[config.mk]
export PLATFORM = sky130hd
export DESIGN_NAME = dram_ctrl
export DESIGN_NICKNAME = d
export VERILOG_FILES = /design/src/rtl/dram_ctrl.sv
export SDC_FILE = /design/constraint.sdc
export NUM_CORES = 1
export LEC_CHECK = 0
export ABC_AREA = 1
export CAP_MARGIN = 10
export CORE_ASPECT_RATIO = 1.4
export CORE_UTILIZATION = 42
export DETAILED_ROUTE_END_ITERATION = 6
export PLACE_DENSITY = 0.93
export SLEW_MARGIN = 40
export SYNTH_ARGS = -nofsm -noshare
export SYNTH_HDL_FRONTEND = slang
export SYNTH_SLANG_ARGS = --single-unit
export TNS_END_PERCENT = 100
[constraint.sdc]
create_clock -name clk -period 4.7 [get_ports clk]
set_clock_uncertainty 0.1 [all_clocks]
set_input_delay 0.705 -clock clk [delete_from_list [all_inputs] [get_ports clk]]
set_output_delay 0.705 -clock clk [all_outputs]
set_load 0.01 [all_outputs]
[src/rtl/dram_ctrl.sv]
// dram_ctrl: host-side command controller for the 32x32 single-port DRAM model.
// Accepts valid/ready read/write requests, drives the DRAM cs/rw/oe command
// encoding from registers, returns read data as a one-cycle response pulse and
// optionally inserts periodic refresh commands.
//
// Optional feature macro: DRAM_CTRL_REFRESH_EN (refresh timer + REF state).
// When undefined, dram_refresh is tied to 000, ref_busy to 0 and the refresh
// parameters have no effect.
//
// Ports:
//   clk, rst          clock, asynchronous active-high reset
//   req_valid/ready   host request handshake
//   req_we            1 = write, 0 = read
//   req_addr[9:0]     [9:5] row, [4:0] column
//   req_wdata[31:0]   write data
//   rsp_valid         one-cycle read response strobe
//   rsp_rdata[31:0]   read data, held until the next capture
//   dram_cs/rw/oe     DRAM command encoding
//   dram_row/col      DRAM address
//   dram_wdata        DRAM write data
//   dram_rdata        DRAM read data
//   dram_refresh      refresh strobe (001 while refreshing)
//   ref_busy          high while in the REF state
module dram_ctrl #(
    parameter int unsigned REFRESH_INTERVAL = 64,
    parameter int unsigned REFRESH_CYCLES   = 2
) (
    input  logic        clk,
    input  logic        rst,
    input  logic        req_valid,
    output logic        req_ready,
    input  logic        req_we,
    input  logic [9:0]  req_addr,
    input  logic [31:0] req_wdata,
    output logic        rsp_valid,
    output logic [31:0] rsp_rdata,
    output logic [2:0]  dram_cs,
    output logic [2:0]  dram_rw,
    output logic [1:0]  dram_oe,
    output logic [4:0]  dram_row,
    output logic [4:0]  dram_col,
    output logic [31:0] dram_wdata,
    input  logic [31:0] dram_rdata,
    output logic [2:0]  dram_refresh,
    output logic        ref_busy
);

    typedef enum logic [2:0] {
        S_IDLE   = 3'd0,
        S_WR     = 3'd1,
        S_RD     = 3'd2,
        S_RD_CAP = 3'd3
`ifdef DRAM_CTRL_REFRESH_EN
        ,
        S_REF    = 3'd4
`endif
    } state_t;

    state_t     state;
    state_t     state_nx;
    logic       accept;
    logic [2:0] cs_nx;
    logic [2:0] rw_nx;
    logic [1:0] oe_nx;

`ifdef DRAM_CTRL_REFRESH_EN
    localparam logic [15:0] IntervalLoad = 16'(REFRESH_INTERVAL - 1);
    localparam logic [3:0]  CyclesLoad   = 4'(REFRESH_CYCLES - 1);

    logic [15:0] ref_timer;
    logic [3:0]  ref_left;
    logic        ref_pending;
    logic        ref_enter;

    assign req_ready = (state == S_IDLE) && !ref_pending;
    assign ref_enter = (state == S_IDLE) && ref_pending;
    assign ref_busy  = (state == S_REF);
`else
    assign req_ready    = (state == S_IDLE);
    assign dram_refresh = 3'b000;
    assign ref_busy     = 1'b0;

    // Refresh parameters are accepted but unused in this build.
    if (REFRESH_INTERVAL == 0 || REFRESH_CYCLES == 0) begin : g_no_refresh
    end
`endif

    // Next-state logic. Refresh wins over a request in the same IDLE cycle
    // because req_ready is already low while ref_pending is set.
    always_comb begin
        state_nx = state;
        accept   = 1'b0;
        unique case (state)
            S_IDLE: begin
`ifdef DRAM_CTRL_REFRESH_EN
                if (ref_pending) begin
                    state_nx = S_REF;
                end else
`endif
                if (req_valid) begin
                    accept   = 1'b1;
                    state_nx = req_we ? S_WR : S_RD;
                end
            end
            S_WR:     state_nx = S_IDLE;
            S_RD:     state_nx = S_RD_CAP;
            S_RD_CAP: state_nx = S_IDLE;
`ifdef DRAM_CTRL_REFRESH_EN
            S_REF: begin
                if (ref_left == 4'd0) begin
                    state_nx = S_IDLE;
                end
            end
`endif
            default:  state_nx = S_IDLE;
        endcase
    end

    // Command pins are registered: decode the state being entered.
    always_comb begin
        cs_nx = 3'b000;
        rw_nx = 3'b000;
        oe_nx = 2'b00;
        unique case (state_nx)
            S_WR: begin
                cs_nx = 3'b001;
                rw_nx = 3'b010;
                oe_nx = 2'b10;
            end
            S_RD: begin
                cs_nx = 3'b001;
                rw_nx = 3'b001;
                oe_nx = 2'b01;
            end
`ifdef DRAM_CTRL_REFRESH_EN
            S_REF: begin
                cs_nx = 3'b001;
            end
`endif
            default: begin
            end
        endcase
    end

    always_ff @(posedge clk or posedge rst) begin
        if (rst) begin
            state      <= S_IDLE;
            dram_cs    <= 3'b000;
            dram_rw    <= 3'b000;
            dram_oe    <= 2'b00;
            dram_row   <= 5'd0;
            dram_col   <= 5'd0;
            dram_wdata <= 32'd0;
            rsp_valid  <= 1'b0;
            rsp_rdata  <= 32'd0;
        end else begin
            state   <= state_nx;
            dram_cs <= cs_nx;
            dram_rw <= rw_nx;
            dram_oe <= oe_nx;
            if (accept) begin
                dram_row <= req_addr[9:5];
                dram_col <= req_addr[4:0];
                if (req_we) begin
                    dram_wdata <= req_wdata;
                end
            end
            // DRAM data registered at the end of RD is stable in RD_CAP.
            rsp_valid <= (state == S_RD_CAP);
            if (state == S_RD_CAP) begin
                rsp_rdata <= dram_rdata;
            end
        end
    end

`ifdef DRAM_CTRL_REFRESH_EN
    // Free-running refresh timer; it never pauses, so the request rate stays
    // fixed regardless of traffic.
    always_ff @(posedge clk or posedge rst) begin
        if (rst) begin
            ref_timer    <= IntervalLoad;
            ref_pending  <= 1'b0;
            ref_left     <= 4'd0;
            dram_refresh <= 3'b000;
        end else begin
            if (ref_timer == 16'd0) begin
                ref_timer <= IntervalLoad;
            end else begin
                ref_timer <= ref_timer - 16'd1;
            end

            if (ref_timer == 16'd0) begin
                ref_pending <= 1'b1;
            end else if (ref_enter) begin
                ref_pending <= 1'b0;
            end

            if (ref_enter) begin
                ref_left <= CyclesLoad;
            end else if (state == S_REF && ref_left != 4'd0) begin
                ref_left <= ref_left - 4'd1;
            end

            dram_refresh <= (state_nx == S_REF) ? 3'b001 : 3'b000;
        end
    end
`endif

endmodule

==> summary.md <==
| Metric | Value |
|---|---|
| # setup viols final | `0` |
| Final nets | `581` |
| Top-count cell post-synth | `nand2_1` |
| Antenna cells | `0` |
| Leak Pwr | `between 2 and 2.5 nW` |
| Period utilization | `61.57%` |
| Hold buffers post-CTS | `0` |
| RSZ-0062 raised after global routing | `no` |
| Die area | `8092 um^2` |
| Initial DRC Count | `between 150 and 200` |
| Crit path largest cell delay | `approximately 0.56 ns` |
| Worst setup EP type | `primary output` |
| Buffers & Inverters on Critical Path | `3` |
| Vias per cell | `between 4 and 5` |
| Synth Area in Adders | `0%` |
| CTS tree | `done` |
| Hold Slack | `0.3784 ns` |
| Highest fanout seen on the critical path | `between 40 and 50` |
| RD Place Congestion | `0.7608` |
| WHS Path Cells | `2` |
| DRT Pass-1 Iters | `4` |
| Cells after Synth | `356` |
| Post-synthesis compound-gate area fraction | `0.2312%` |
| Slowest CP cell | `inv_2` |
| Post-synthesis mux area share | `0%` |
| FP Rows | `37` |
| Layout Utilization | `about two thirds` |
| DIE WIDTH | `about 76 um` |
| Cells on worst reg2reg path | `4` |
| Crit-path cells | `inv_2 > nand2_1 > inv_1 > clkdlybuf4s50_1` |
| Post-route antenna net violation count | `0` |
| Main area contributors after synthesis | `dfrtp_1 (62%), nand2_1 (21%), nand4_1 (8.1%)` |
| Pwr Density | `447.0 nW/um^2` |
| CTS H-Tree Depth | `3` |
| R2r startpoint | `state[1]` |
| Number of max-cap violations | `0` |
| Core area | `7407 um^2` |
| Yosys Warn Count | `0` |
| Crit path launch type | `register` |
| Synth top area share | `between 60% and 70%` |
| Setup TNS | `0 ns` |
| Routed WL | `8605 um` |
| Clock Path Buffers | `2` |
| Max Slew Vio Count | `0` |
| Max Clock Freq | `345.6 MHz` |
| Post-CTS setup repair buffer count | `0` |
| Post-DP HPWL | `~6200 um` |
| Status | `completed` |
| Starting Density | `a little over two fifths` |
| Seq/Total Area, Yosys | `approximately 62%` |
| Total grt overflow | `0` |
| Final Hold Viols | `0` |
| Post-Synth Simple-Gate Area | `a little over 30%` |
| Layout cells sized above 1 | `roughly 4.9%` |
| Detailed-route via count | `between 2000 and 3000` |
| TritonCTS Buffers | `9` |
| Syn Area/Cell | `9.120 um^2` |
| Largest family of logic cells by synthesized area | `simple AND/OR/NAND/NOR gates` |
| Synthesized flop and latch total | `between 80 and 90` |
| Post-synth cell types | `16` |
| Worst-margin pin slew | `0.7521 ns` |
| CTS clk-pin slew, worst paths | `around 0.08 ns` |
| Max rail drop VDD | `roughly 0.00027 V` |
| CP Data Arrival Time | `~2.1 ns` |
| Die Span Y | `around 110 um` |
| Synth Area in XOR/XNOR | `0%` |
| Delay-heaviest family, CP | `buffers and inverters` |
| Ys flop type | `dfrtp_1` |
| Worst setup margin | `about 1.8 ns` |
| Synth top cells by count | `nand2_1 (184), dfrtp_1 (81), nand4_1 (42), buf_2 (16), buf_4 (10)` |
| Hold Crit Class | `register to register` |
| Largest net degree at the start of global routing | `47` |
| Reg2Reg Setup Slack | `~2.5 ns` |
| Hold path endpoint | `dram_wdata[24]` |
| DRC viols | `0` |
| Slew margin rel. | `between 40% and 50%` |
| IO Pins | `166` |
| Post-layout min period | `2.894 ns` |
| Dpl ws | `1.247 ns` |
| Root Driver | `clkbuf_8` |
| Reg2reg end | `dram_wdata[3]` |
| Clk_lat worst skew | `between 0.3 and 0.4 ns` |
| CTS Sinks | `81` |
| Syn-to-layout area delta | `54.57%` |
| CP Class | `register to primary output` |
| First-pass GRT wire length | `around 14000 um` |
| WP data required | `around 3.9 ns` |
| Async set-or-reset flop fraction in the synthesized netlist | `100.0%` |
| Syn Std Cell Area | `approximately 3200 um^2` |
| WL/cell | `around 14 um` |
| Initial antenna violation count | `0` |
| Quantity of gates resized following cts | `0` |
| Vias in the first global route | `around 2900` |
| Post-synth EDFFs | `0` |
| Port-buffer cells | `158` |
| Hold path startpoint | `dram_wdata[24]` |
| Total track usage | `approximately 22%` |
| Post-synth top area cell | `dfrtp_1` |
## sequential cells by signal (all words and copies together) (netlist names)
register    cells
rsp_valid       1
dram_wdata     32
state           3
dram_row        5
dram_oe         2
dram_cs         1
rsp_rdata      32
dram_col        5
## layout by cell type (no fill, tap or decap), drive strengths merged
cell type | synthesis | routed
clkinvlp | 0 | 2
dfrtp | 81 | 81
clkinv | 1 | 2
conb | 1 | 8
clkbuf | 3 | 9
bufinv | 0 | 1
nor2 | 4 | 4
o21a | 1 | 1
nand2 | 184 | 184
nand4 | 42 | 42
nand3 | 3 | 3
inv | 8 | 11
clkdlybuf4s50 | 0 | 158
buf | 28 | 2
## worst max-delay path by stage
stage | start | depth (start not counted) | to
4_1_cts | req_valid | 6 | dram_wdata[3]
2_1_floorplan | rst | 1 | dram_col[0]
5_1_grt | req_valid | 6 | dram_wdata[28]
6_report | state[1] | 4 | req_ready
3_5_place_dp | req_valid | 6 | dram_wdata[3]
3_3_place_gp | req_valid | 6 | dram_wdata[23]
## tightest hold or removal path: cells and delay by family, from the launching register on
kind / cells / cell delay [ns]
AND/OR/NAND/NOR: 2 / 0.10
flip-flops: 1 / 0.35
## where the power goes
group	internal (mW)	switching, mW
clock network	0.250	0.260
logic	0.434	0.322
registers	0.877	0.101
## through the flow
stage,cell area (um^2),power (mW),std cells
after global routing,5019,2.369,605
final,5019,2.243,605
after global placement,4818,1.721,589
after detailed placement,4818,1.750,589
after CTS,5019,2.261,605
after floorplan,3273,1.261,363
## cells by family (layout without fill, tap and decap cells)
group / count (synthesis) / in the layout
AND/OR/NAND/NOR: 233 / 233
flip-flops: 81 / 81
buffers and inverters: 40 / 185
other: 1 / 8
AO/OA/AOI/OAI: 1 / 1
## layout make-up
class	count	area [um^2]
clock buffer	9	123.9
inverter	9	35.03
multi-input combinational	242	1039
clock inverter	7	76.32
tap	97	121.4
timing repair buffer	160	1597
fill	583	2389
sequential	81	2027
## metal layers
metal | wire length (um) | global-route usage [%]
met1 | 3469 | 27.01
met2 | 4434 | 37.19
met4 | 181 | 7.967
met5 | 0 | 0
met3 | 519 | 6.009
(Power assumes the default switching activity.)
